File: config.mk
export PLATFORM = sky130hd
export DESIGN_NAME = regalu_issue_ctrl
export DESIGN_NICKNAME = d
export VERILOG_FILES = /design/src/rtl/regalu_pkg.sv /design/src/rtl/regalu_instr_decode.sv /design/src/rtl/regalu_issue_ctrl.sv
export SDC_FILE = /design/constraint.sdc
export NUM_CORES = 1
export LEC_CHECK = 0
export ABC_AREA = 0
export CAP_MARGIN = 0
export CORE_MARGIN = 1
export CORE_UTILIZATION = 41
export DETAILED_ROUTE_END_ITERATION = 16
export GPL_TIMING_DRIVEN = 1
export HOLD_SLACK_MARGIN = 0.15
export PLACE_DENSITY = 0.88
export SLEW_MARGIN = 20
export SYNTH_ARGS = -nofsm -noshare
export SYNTH_HDL_FRONTEND = slang
export SYNTH_SLANG_ARGS = --single-unit
File: constraint.sdc
create_clock -name clk -period 5.45 [get_ports clk]
set_clock_uncertainty 0.2 [all_clocks]
set_input_delay 0.8175 -clock clk [delete_from_list [all_inputs] [get_ports clk]]
set_output_delay 0.8175 -clock clk [all_outputs]
set_load 0.05 [all_outputs]
File: src/rtl/regalu_pkg.sv
// Shared encodings for the regfile/ALU issue controller: instruction classes,
// field bit positions, FSM states and the ALU opcodes the controller forwards.
package regalu_pkg;

  typedef enum logic [1:0] {
    CLS_R   = 2'b00,
    CLS_I   = 2'b01,
    CLS_CMP = 2'b10,
    CLS_ILL = 2'b11
  } cls_e;

  typedef enum logic [2:0] {
    ST_IDLE = 3'd0,
    ST_READ = 3'd1,
    ST_EXEC = 3'd2,
    ST_WB   = 3'd3,
    ST_RESP = 3'd4
  } state_e;

  localparam int CLS_HI = 31;
  localparam int CLS_LO = 30;
  localparam int ALU_HI = 29;
  localparam int ALU_LO = 27;
  localparam int RD_HI  = 26;
  localparam int RD_LO  = 23;
  localparam int RS1_HI = 22;
  localparam int RS1_LO = 19;
  localparam int RS2_HI = 18;
  localparam int RS2_LO = 15;
  localparam int IMM_HI = 14;
  localparam int IMM_LO = 0;

  localparam logic [2:0] ALU_ADD = 3'b000;
  localparam logic [2:0] ALU_SUB = 3'b001;

endpackage

File: src/rtl/regalu_instr_decode.sv
// Combinational instruction field slicer and imm15 extender (IMM_SEXT selects
// sign- or zero-extension to DATA_W).
module regalu_instr_decode
  import regalu_pkg::*;
#(
  parameter int DATA_W   = 32,
  parameter bit IMM_SEXT = 1'b1
) (
  input  logic [31:0]       instr,
  output cls_e              cls,
  output logic [2:0]        alu_op,
  output logic [3:0]        rd,
  output logic [3:0]        rs1,
  output logic [3:0]        rs2,
  output logic [DATA_W-1:0] imm_ext
);

  function automatic logic [DATA_W-1:0] ext_imm(input logic [14:0] imm);
    if (IMM_SEXT)
      return {{(DATA_W-15){imm[14]}}, imm};
    else
      return {{(DATA_W-15){1'b0}}, imm};
  endfunction

  assign cls     = cls_e'(instr[CLS_HI:CLS_LO]);
  assign alu_op  = instr[ALU_HI:ALU_LO];
  assign rd      = instr[RD_HI:RD_LO];
  assign rs1     = instr[RS1_HI:RS1_LO];
  assign rs2     = instr[RS2_HI:RS2_LO];
  assign imm_ext = ext_imm(instr[IMM_HI:IMM_LO]);

endmodule

File: src/rtl/regalu_issue_ctrl.sv
// Multi-cycle issue/writeback controller driving an external regfile and ALU.
// Optional REGALU_ISSUE_PERF_EN adds retired_cnt/zero_cnt response counters.
module regalu_issue_ctrl
  import regalu_pkg::*;
#(
  parameter int DATA_W   = 32,
  parameter bit IMM_SEXT = 1'b1
) (
  input  logic              clk,
  input  logic              rst,
  input  logic              instr_valid,
  output logic              instr_ready,
  input  logic [31:0]       instr,
  output logic [3:0]        read_reg1,
  output logic [3:0]        read_reg2,
  input  logic [DATA_W-1:0] read_data1,
  input  logic [DATA_W-1:0] read_data2,
  output logic [3:0]        write_reg,
  output logic [DATA_W-1:0] write_data,
  output logic              reg_write,
  output logic [DATA_W-1:0] alu_a,
  output logic [DATA_W-1:0] alu_b,
  output logic [2:0]        alu_ctrl,
  input  logic [DATA_W-1:0] alu_result,
  input  logic              alu_zero,
  output logic              resp_valid,
  input  logic              resp_ready,
  output logic [DATA_W-1:0] resp_result,
  output logic              resp_zero,
  output logic              resp_err
`ifdef REGALU_ISSUE_PERF_EN
  ,
  output logic [31:0]       retired_cnt,
  output logic [31:0]       zero_cnt
`endif
);

  state_e            state, state_nxt;
  logic [31:0]       ir;
  logic [DATA_W-1:0] op_a, op_b, result;
  logic              zero_q, err_q;
  logic [3:0]        rr1_q, rr2_q;

  cls_e              ir_cls;
  logic [2:0]        ir_op;
  logic [3:0]        ir_rd, ir_rs1, ir_rs2;
  logic [DATA_W-1:0] ir_imm;
  cls_e              in_cls;

  regalu_instr_decode #(
    .DATA_W   (DATA_W),
    .IMM_SEXT (IMM_SEXT)
  ) u_decode (
    .instr   (ir),
    .cls     (ir_cls),
    .alu_op  (ir_op),
    .rd      (ir_rd),
    .rs1     (ir_rs1),
    .rs2     (ir_rs2),
    .imm_ext (ir_imm)
  );

  assign in_cls = cls_e'(instr[CLS_HI:CLS_LO]);

  always_ff @(posedge clk or posedge rst) begin
    if (rst) state <= ST_IDLE;
    else     state <= state_nxt;
  end

  always_comb begin
    state_nxt   = state;
    instr_ready = 1'b0;
    reg_write   = 1'b0;
    resp_valid  = 1'b0;
    case (state)
      ST_IDLE: begin
        instr_ready = 1'b1;
        if (instr_valid)
          state_nxt = (in_cls == CLS_ILL) ? ST_RESP : ST_READ;
      end
      ST_READ: state_nxt = ST_EXEC;
      ST_EXEC: state_nxt = (ir_cls == CLS_CMP) ? ST_RESP : ST_WB;
      ST_WB: begin
        reg_write = 1'b1;
        state_nxt = ST_RESP;
      end
      ST_RESP: begin
        resp_valid = 1'b1;
        if (resp_ready) state_nxt = ST_IDLE;
      end
      default: state_nxt = ST_IDLE;
    endcase
  end

  // Datapath captures: IR on accept, operands in READ, ALU outputs in EXEC.
  always_ff @(posedge clk or posedge rst) begin
    if (rst) begin
      ir     <= '0;
      op_a   <= '0;
      op_b   <= '0;
      result <= '0;
      zero_q <= 1'b0;
      err_q  <= 1'b0;
      rr1_q  <= '0;
      rr2_q  <= '0;
    end else begin
      case (state)
        ST_IDLE: begin
          if (instr_valid) begin
            ir     <= instr;
            err_q  <= (in_cls == CLS_ILL);
            result <= '0;
            zero_q <= 1'b0;
          end
        end
        ST_READ: begin
          rr1_q <= ir_rs1;
          rr2_q <= ir_rs2;
          op_a  <= read_data1;
          op_b  <= (ir_cls == CLS_I) ? ir_imm : read_data2;
        end
        ST_EXEC: begin
          result <= alu_result;
          zero_q <= alu_zero;
        end
        default: ;
      endcase
    end
  end

  assign read_reg1   = (state == ST_READ) ? ir_rs1 : rr1_q;
  assign read_reg2   = (state == ST_READ) ? ir_rs2 : rr2_q;
  assign alu_a       = op_a;
  assign alu_b       = op_b;
  assign alu_ctrl    = ir_op;
  assign write_reg   = ir_rd;
  assign write_data  = result;
  assign resp_result = result;
  assign resp_zero   = zero_q;
  assign resp_err    = err_q;

`ifdef REGALU_ISSUE_PERF_EN
  // Only legal instructions retire; illegal responses leave both counters alone.
  always_ff @(posedge clk or posedge rst) begin
    if (rst) begin
      retired_cnt <= '0;
      zero_cnt    <= '0;
    end else if (resp_valid && resp_ready && !err_q) begin
      retired_cnt <= retired_cnt + 32'd1;
      if (zero_q) zero_cnt <= zero_cnt + 32'd1;
    end
  end
`endif

endmodule

## Word-level counts from Yosys, hierarchy flattened

Cells that the tools add are included.

- Register bits: 141
- Bits of input ports: 133
- Output and inout port bits: 148
- Logic and storage cells: 38

- Eq/ne operators: 9
- Mux-type cells: 15
- Reductions and logical operators: 5

Operators with widths:

| cell | number |
|---|---|
| $mux W32 | 2 |
| $pmux W32 S2 | 1 |
| $pmux W3 S5 | 1 |
| $mux W3 | 4 |
| $mux W4 | 2 |
| $eq A3 B2 Y1 const B | 2 |
| $reduce_and A2 Y1 | 3 |
| $eq A2 B2 Y1 const B | 2 |
| $mux W1 | 4 |
| $ne A2 B2 Y1 const B | 2 |
| $eq A3 B1 Y1 const B | 1 |
| $eq A3 B3 Y1 const B | 1 |
| $logic_not A3 Y1 | 1 |
| $eq A2 B1 Y1 const B | 1 |
| $pmux W1 S2 | 1 |
| $reduce_bool A2 Y1 | 1 |

## Longest topological paths before layout

Gate-level depths: netlist (run 1).

- Word-level depth: 4
- Gate-level depth with buffers: 6

## By module

A second synthesis (run 1) with hierarchy kept.

- Cell total of the unflattened synthesis: 475
- Area, all modules: 6,194.7 sq um

By module, submodules not included:

| module | instances | cells an instance | area an instance (sq um) | sequential area each (sq um) |
|---|---|---|---|---|
| regalu_issue_ctrl | 1 | 426 | 5,826.8 | 3,528.4 |
| regalu_instr_decode | 1 | 49 | 367.9 | 0.0 |

## Worst setup path before layout (run 1)

No wires, ideal clock.

- Path type: reg-to-output
- Start point: register state[1]
- End point: output resp_valid
- Arrival: 1.678 ns
- Data required time: 4.433 ns
- Slack: 2.755 ns
- Cell stages (with the launch flop): 3
- Path buffers: 1
- Path through: dfrtp_1 -> buf_2 -> nor3b_1

- Cells in the longest elaborated chain, start to end: 2

RTL lines:

| what | RTL line | source |
|---|---|---|
| start: declaration | regalu_issue_ctrl.sv:38 | `state_e state, state_nxt;` |
| start signal: assignment | regalu_issue_ctrl.sv:67 | `else state <= state_nxt;` |
| $eq A3 B3 Y1 | regalu_issue_ctrl.sv:75 | `case (state)` |
| $mux W1 | regalu_issue_ctrl.sv:75 |  |
| end: declaration | regalu_issue_ctrl.sv:26 | `output logic resp_valid,` |

No other way between the ends.

## Worst setup path after layout (run 1)

- Start point: register state[0]
- End point: output read_reg2[1]

- Cells in the longest elaborated chain, start to end: 2

RTL lines:

| what | RTL line | source |
|---|---|---|
| $eq A3 B1 Y1 | regalu_issue_ctrl.sv:132 | `assign read_reg2 = (state == ST_READ) ? ir_rs2 : rr2_q;` |
| $mux W4 | n/a |  |
| end: declaration | regalu_issue_ctrl.sv:15 | `output logic [3:0] read_reg2,` |

No other way between the ends.

==> impl_metrics.tcl, run 1 <==
set metrics [dict create \
    cts_max_level 4 \
    drc 0 \
    path_class "flop to primary output" \
    grt_util_all_layers 0.210 \
    gr-total-overflow 0 \
    cp_data_arrival_time_ns 2.87 \
    ios 281 \
    synth_top_area_share 0.595 \
    synth_ff_type "dfrtp_1" \
    fin_crit_sh 0.713 \
    cts_buffers 17 \
    setup_tns_ns 0 \
    hold_buffers 0 \
    min-delay-path-class "flop to flop" \
    async_flop_share 1.00 \
    report.final.slew_viol_count 0 \
    synth-edff-count 0 \
    wl_met2_mm 8.32 \
    cp_slowest_cell "nor3b_4" \
    cp_num_buf_inv 1 \
    top_layer_used "met4" \
    die_w_um 122 \
    routed-wl-met3_mm 1.24 \
    synthXorXnorAreaFrac 0 \
    start_util 0.424 \
    grt_pass1_vias 4799 \
    dr.first_iter.drc_count 181 \
    fin_util 0.647 \
    synth_compound_area_frac 0.0772 \
    rows 43 \
    cts_tree "built" \
    r2r_slack_ns 2.51 \
    slowest_delay_ns 0.74 \
    rsz0062_at_grt "no" \
    dr.pass1.iters 4 \
    finalSetupViolations 0 \
    clock-sinks 141 \
    cap_violations 0 \
    synth_seq_cells 141 \
    max_clock_freq_mhz 257 \
    synth_mux_area_frac 0.160 \
    path_cells "nor3b_4 > mux2_2 > clkdlybuf4s50_1" \
    synth-simple-area-share 0.0838 \
    core_um2 14000 \
    avgSynthCellArea_um2 11.7 \
    crit_fanout 16 \
    cts_resized 0 \
    synth_adder_area_share 0 \
    crit_family "simple AND/OR/NAND/NOR gates" \
    clkTransAtPathRegs_ns 0.06 \
    place.gp.congestion 0.790 \
    m1WireLength_mm 5.78 \
    antenna_cells 0 \
    run_status "finished, final reports clean" \
    clockBufferDepth 2 \
    io_buffers 280 \
    synth_area_um2 5930 \
    synth_cell_types 29 \
    vias_per_cell 4.91 \
    cts_setup_buffers 0 \
    cp.required_ns 4.43 \
    synth_area_leaders "dfrtp_1 (60%), mux2_2 (11%), buf_4 (5.6%), nand2_1 (4.3%), a21oi_1 (4.2%)" \
    dieArea_um2 14900 \
    ys_seq_area_frac 0.595 \
    min_period_ns 3.89 \
    clockRootBuffer "clkbuf_16" \
    relSlewSlack 0.386 \
    clock_latency_ns 0.41 \
    yosysWarnings 0 \
    antenna_found_initial 0 \
    vias 4575 \
    final_nets 872 \
    drtAntennaViolNets 0 \
    yosysTopAreaCell "dfrtp_1" \
    grt_pass1_wl_mm 23.8 \
    finalHoldViolations 0 \
    hpwlAfterDp_mm 11.3 \
    setup.worst_path.end_class "primary output" \
    synth_nets 640 \
    grt_max_degree 97 \
    area_growth_pct 52.6 \
    synth_top_family_by_area "multiplexers" \
    start_kind "flop" \
    drt-wirelength-per-cell_um 16.8 \
    yosys-top-cells-count "dfrtp_1 (141), nand2_1 (68), mux2_2 (59)" \
    synthCells 507 \
    yosysMostFrequentCell "dfrtp_1" \
    worst_slew_pin_slew_ns 0.921 \
    drt-total-wl_mm 15.7 \
    final_layout_size_suffix_gt1_frac 0.132 \
    die_y_um 122 \
]
==> worst reg2reg max path, stage by stage, from the launching register on <==
cell and delay [ns]:
dfrtp_1 0.57, nor3b_4 0.74, buf_4 0.82, mux2_2 0.50
==> layer usage <==
layer / GRT usage / vias up
li1: - / 2126
met1: 0.220 / 2220
met2: 0.375 / 200
met3: 0.0818 / 29
met4: 0.0816 / 0
met5: 0 / -
==> cell usage in the layout (no fill, tap or decap), types with 3 or more instances in the layout <==
master           Yosys  layout
mux2_2              59      59
o21ai_1              3       3
clkinv_2             0       7
a21oi_1             50      50
buf_4               44       5
nand2_1             68      68
clkbuf_16            0      17
mux2i_1             14      14
clkinvlp_4           0       3
clkdlybuf4s50_1      0     280
dfrtp_1            141     141
nor2_1              32      32
o21ai_0             34      34
mux2_1              13      13
==> through the flow <==
stage / setup slack [ns] / std cells / instance area [um^2] / hold slack (ns)
global placement: 2.05 / 899 / 8530 / 0.267
detailed placement: 1.98 / 900 / 8540 / 0.279
global route: 1.41 / 931 / 9050 / 0.313
CTS: 1.54 / 931 / 9050 / 0.293
floorplan: 0.651 / 507 / 5930 / 0.257
finish: 1.56 / 931 / 9050 / 0.292
==> path summary, 6_finish.rpt <==
path	start	to	cells past startpoint
max in group asynchronous	rst	resp_result[11]	3
hold reg to reg	ir[8]	ir[8]	1
min in group asynchronous	rst	ir[29]	2
setup reg to reg	state[0]	alu_a[7]	3
hold / removal	ir[8]	ir[8]	1
setup / recovery	state[0]	read_reg2[1]	3
==> layout make-up <==
class	instances	area, um^2
Clock buffer	19	433
Clock inverter	12	75.1
Fill cell	1033	4940
Inverter	3	16.3
Multi-Input combinational cell	290	1920
Sequential cell	141	3530
Tap cell	180	225
Timing Repair Buffer	286	2850
==> state kept, by name, indices dropped and copies added (netlist names) <==
name and flops:
alu_b 32, alu_a 32, state 3, resp_err 1, resp_zero 1, rr2_q 4, resp_result 32, rr1_q 4
ir 32
==> cell families (layout without fill, tap and decap cells) <==
family	after synthesis	after routing
flip-flops	141	141
AND/OR/NAND/NOR	114	114
AO/OA/AOI/OAI	90	90
multiplexers	86	86
buffers and inverters	76	320
Power of run 1 is not shown: default switching activity piles up to over one toggle a cycle in this logic, so the estimate is an artifact.
==> run 2: changes to the inputs <==
Clock period 5.45 ns to 3.9 ns, I/O delays scaled along.
==> run 2 against run 1 <==
Wire length rose by 0.50%. Die area stayed put. Critical path depth is the same. Count of clock-buffer cells in the layout grew 4. Global-route usage grew 0.70 points. First-iteration DRC count is 27% higher. Core utilization up 0.97 points. Setup slack lost 1.2 ns. Sequential share of layout area down 0.57 points. Worst hold slack is essentially flat. Non-clock buffer count grew 5. Final cell count is 0.54% higher. Critical path type unchanged. Critical endpoint is now read_reg2[3]. Highest routed layer unchanged.
==> impl_metrics.tcl, run 2 (synthesized netlist as in run 1, its figures left out) <==
set metrics [dict create \
    cts_setup_buffers 0 \
    dr.first_iter.drc_count 229 \
    clockRootBuffer "clkbuf_16" \
    cts_buffers 17 \
    antenna_cells 0 \
    cp_data_arrival_time_ns 2.79 \
    max_clock_freq_mhz 280 \
    start_util 0.424 \
    layout_setup_ws_ns 0.324 \
    vias 4574 \
    multi_input_area_um2 1920 \
    rsz0062_at_grt "no" \
    mostFrequentLayoutCell "clkdlybuf4s50_1" \
    finalHoldViolations 0 \
    clkTransAtPathRegs_ns 0.06 \
    grt_max_degree 82 \
    cap_violations 0 \
    final_cell_area_um2 9180 \
    grt_util_all_layers 0.217 \
    min-delay-path-class "flop to flop" \
    r2r_slack_ns 1.33 \
    seq_area_um2 3530 \
    cts_max_level 4 \
    finalSetupViolations 0 \
    hpwlAfterDp_mm 11.6 \
    drtAntennaViolNets 0 \
    crit_fanout 12 \
    antenna_found_initial 0 \
    core_um2 14000 \
    fin_crit_sh 0.917 \
    setup_tns_ns 0 \
    vias_per_cell 4.89 \
    gr-total-overflow 0 \
    grt_pass1_vias 4884 \
    cts_resized 0 \
    dieArea_um2 14900 \
    cts_tree "built" \
    area_growth_pct 54.9 \
    drt-total-wl_mm 15.8 \
    place.gp.congestion 0.740 \
    run_status "finished, final reports clean" \
    start_kind "flop" \
    final_nets 877 \
    relSlewSlack 0.364 \
    n_fill_cell 1013 \
    ios 281 \
    clock-sinks 141 \
    final_cell_mix "clkdlybuf4s50_1 (280), dfrtp_1 (141), nand2_1 (68)" \
    die_y_um 122 \
    cp.required_ns 3.12 \
    grt_pass1_wl_mm 24.5 \
    drc 0 \
    clock_latency_ns 0.41 \
    dr.pass1.iters 5 \
    io_buffers 280 \
    min_period_ns 3.58 \
    clockBufferDepth 2 \
    final_layout_size_suffix_gt1_frac 0.138 \
    holdWs_ns 0.293 \
    die_w_um 122 \
    setup.worst_path.end_class "primary output" \
    worst_slew_pin_slew_ns 0.953 \
    report.final.slew_viol_count 0 \
    post-place-ws_ns 0.763 \
    drt-wirelength-per-cell_um 16.8 \
    rows 43 \
    placed_area_um2 8580 \
    hold_buffers 0 \
    path_class "flop to primary output" \
]
run 2: worst max-delay path, stage by stage (launching register included):
cell	delay, ns
dfrtp_1	0.58
nor3b_4	0.65
mux2_2	0.43
clkdlybuf4s50_1	0.71
run 2: worst paths after layout:
kind,from,endpoint,cells after the start
min in group asynchronous,rst,resp_result[4],2
max in group asynchronous,rst,ir[11],3
worst max register to register,state[0],alu_a[15],3
worst min-delay path,ir[3],ir[3],1
worst min register to register,ir[3],ir[3],1
worst max-delay path,state[0],read_reg2[3],3
run 2: final cells by class:
| class | instances | area share |
|---|---|---|
| repair buffers | 291 | 0.316 |
| well taps | 180 | 0.0245 |
| inverters | 3 | 0.00164 |
| flip-flops and latches | 141 | 0.384 |
| multi-input cells | 290 | 0.209 |
| clock buffers | 23 | 0.0531 |
| clock inverters | 8 | 0.0116 |
run 2: through the flow:
| stage | instances | util |
|---|---|---|
| after floorplan | 507 | - |
| after global placement | 904 | 0.613 |
| after detailed placement | 904 | 0.613 |
| after CTS | 935 | 0.656 |
| after global routing | 936 | 0.656 |
| final | 936 | 0.656 |
run 2: metal layers:
| layer | track usage | up-vias | wire, um |
|---|---|---|---|
| met1 | 0.228 | 2234 | 5650 |
| met2 | 0.389 | 181 | 8500 |
| li1 | - | 2132 | - |
| met4 | 0.0762 | 0 | 303 |
| met5 | 0 | - | 0 |
| met3 | 0.0860 | 27 | 1310 |
Power of run 2 is left out for the same reason.
==> run 3: changes to the inputs <==
Settings changed: CORE_UTILIZATION 41 to 42, PLACE_DENSITY 0.88 to 0.89, REMOVE_ABC_BUFFERS set to 1, SYNTH_HIERARCHICAL set to 1.
==> run 3 against run 2 <==
Worst hold slack improved by 0.0020 ns. Setup slack improved by 0.11 ns. Die area rose by 1.9%. Synthesized cell count decreased by 6.3%. Maximum frequency increased by 3.3%. Via count down 5.3%. Non-clock buffer count down 2. Critical path depth rose by 1. Core utilization shrank 2.3 points. Global-route usage fell by 1.7 points. Flip-flop and latch count did not move. Critical endpoint is now read_reg2[1].
==> impl_metrics.tcl, run 3 <==
set metrics [dict create \
    run_status "finished, final reports clean" \
    finalHoldViolations 0 \
    ios 281 \
    clock-sinks 141 \
    fin_crit_sh 0.888 \
    crit_fanout 24 \
    cts_max_level 4 \
    power_frac_seq 0.264 \
    drt-wirelength-per-cell_um 17.3 \
    clockRootBuffer "clkbuf_16" \
    rows 44 \
    final_nets 808 \
    setup_tns_ns 0 \
    yosysWarnings 6 \
    r2r_start "state[0]" \
    place.gp.congestion 0.748 \
    die_y_um 123 \
    core_um2 14500 \
    cts_tree "built" \
    drtAntennaViolNets 0 \
    synthCells 475 \
    min_period_ns 3.46 \
    clkTransAtPathRegs_ns 0.06 \
    final_layout_size_suffix_gt1_frac 0.177 \
    yosys-top-cells-count "dfrtp_1 (141), buf_4 (81), mux2_2 (72)" \
    p_switching_mw 4.60 \
    cts_resized 0 \
    rr_worst_depth 4 \
    grt_util_all_layers 0.199 \
    multi_input_area_um2 1880 \
    worst_slew_pin_slew_ns 0.847 \
    setup.worst_path.end_class "primary output" \
    hold_depth 1 \
    start_util 0.428 \
    ys_seq_area_frac 0.570 \
    path_cells "nor3b_4 > buf_4 > mux2_2 > clkdlybuf4s50_1" \
    mostFrequentLayoutCell "clkdlybuf4s50_1" \
    cp_slowest_cell "clkdlybuf4s50_1" \
    vias_per_cell 4.97 \
    clock_latency_ns 0.41 \
    slowest_delay_ns 0.71 \
    gr-total-overflow 0 \
    synth-edff-count 0 \
    die_w_um 123 \
    async_flop_share 1.00 \
    synth_cell_types 25 \
    power.total_mw 9.92 \
    finalSetupViolations 0 \
    holdPathEnd "rr2_q[3]" \
    cts_buffers 17 \
    n_fill_cell 1058 \
    r2r_slack_ns 1.53 \
    final_cell_mix "clkdlybuf4s50_1 (280), dfrtp_1 (141), mux2_2 (72)" \
    p_int_mw 5.32 \
    p_per_area_nw_per_um2 1080 \
    min-delay-path-class "flop to flop" \
    dr.pass1.iters 5 \
    vias 4330 \
    combPwrFrac 0.566 \
    layout_setup_ws_ns 0.438 \
    synth_top_area_share 0.570 \
    ir_worst_vdd_mv 0.780 \
    dieArea_um2 15200 \
    p_clk_frac 0.170 \
    synth_area_leaders "dfrtp_1 (57%), mux2_2 (13%), buf_4 (9.8%), mux2i_1 (5.2%), a22o_1 (4.2%)" \
    synth_seq_cells 141 \
    final_cell_area_um2 9180 \
    yosysMostFrequentCell "dfrtp_1" \
    drt-total-wl_mm 15.1 \
    report.final.slew_viol_count 0 \
    drc 0 \
    hold_buffers 0 \
    post-place-ws_ns 0.853 \
    grt_max_degree 129 \
    rsz0062_at_grt "no" \
    p_leak_nw 3.79 \
    synth_area_um2 6190 \
    r2r_end "alu_a[29]" \
    clockBufferDepth 2 \
    synth_ff_type "dfrtp_1" \
    grt_pass1_wl_mm 22.7 \
    hp-start "rr2_q[3]" \
    yosysTopAreaCell "dfrtp_1" \
    cp.required_ns 3.12 \
    start_kind "flop" \
    holdWs_ns 0.295 \
    cap_violations 0 \
    max_clock_freq_mhz 289 \
    seq_area_um2 3530 \
    area_growth_pct 48.2 \
    grt_pass1_vias 4484 \
    relSlewSlack 0.435 \
    avgSynthCellArea_um2 13.0 \
    path_class "flop to primary output" \
    crit_start "state[0]" \
    io_buffers 280 \
    placed_area_um2 8550 \
    cp_data_arrival_time_ns 2.68 \
    cts_setup_buffers 0 \
    antenna_found_initial 0 \
    switching_share 0.464 \
    hpwlAfterDp_mm 10.7 \
    dr.first_iter.drc_count 179 \
    antenna_cells 0 \
]
==> run 3: changes by cell type after synthesis, sizes merged, moves of 2 or more <==
cell and delta:
nand2 -66, buf +45, o21ai -36, a22o +33, mux2i +18, a21oi -17, clkbuf -10, nor3 +2
==> run 3: critical path: cells and delay by family (launching register included) <==
| family | cells | cell delay (ns) |
|---|---|---|
| flip-flops | 1 | 0.55 |
| multiplexers | 1 | 0.39 |
| buffers and inverters | 2 | 1.05 |
| AND/OR/NAND/NOR | 1 | 0.28 |
==> run 3: worst max-delay path by stage <==
stage,endpoint,slack [ns],depth (start not counted)
floorplan,read_reg1[0],-1.58,2
global placement,read_reg2[0],0.93,4
detailed placement,read_reg2[0],0.85,4
CTS,read_reg2[0],0.39,4
global route,read_reg1[0],0.32,4
finish,read_reg2[1],0.44,4
==> run 3: logic make-up after synthesis <==
logic type	synth area share
AO/OA/AOI/OAI	0.0774
buffers and inverters	0.130
flip-flops	0.570
multiplexers	0.183
AND/OR/NAND/NOR	0.0404
==> run 3: cell type report <==
cell class | instances | area share
multi-input combinational | 222 | 0.205
clock inverter | 12 | 0.0173
timing repair buffer | 289 | 0.315
clock buffer | 20 | 0.0509
sequential | 141 | 0.384
inverter | 4 | 0.00245
tap | 184 | 0.0251
==> run 3: power by group through the flow <==
stage / Sequential [mW] / Clock [mW] / Combinational, mW
6_report: 2.62 / 1.68 / 5.62
5_1_grt: 2.71 / 1.79 / 5.89
4_1_cts: 2.63 / 1.71 / 5.67
3_5_place_dp: 2.63 / 0 / 5.64
3_3_place_gp: 2.59 / 0 / 5.51
2_1_floorplan: 4.59 / 0 / 1.76
==> run 3: routing by layer <==
metal  share of wire  vias up  wire [um]  global-route usage
met5               0        -          0                   0
met4           0.020        0        299              0.0745
met3           0.069       20       1040              0.0720
met2            0.52      185       7850               0.342
met1            0.39     2153       5930               0.227
li1                -     1972          -                   -
==> run 3: through the flow <==
step,instances,utilization
3_3_place_gp,839,0.589
2_1_floorplan,367,-
3_5_place_dp,840,0.590
4_1_cts,872,0.634
6_report,872,0.634
5_1_grt,872,0.634
Note: power is estimated with default switching activity, not from simulation.
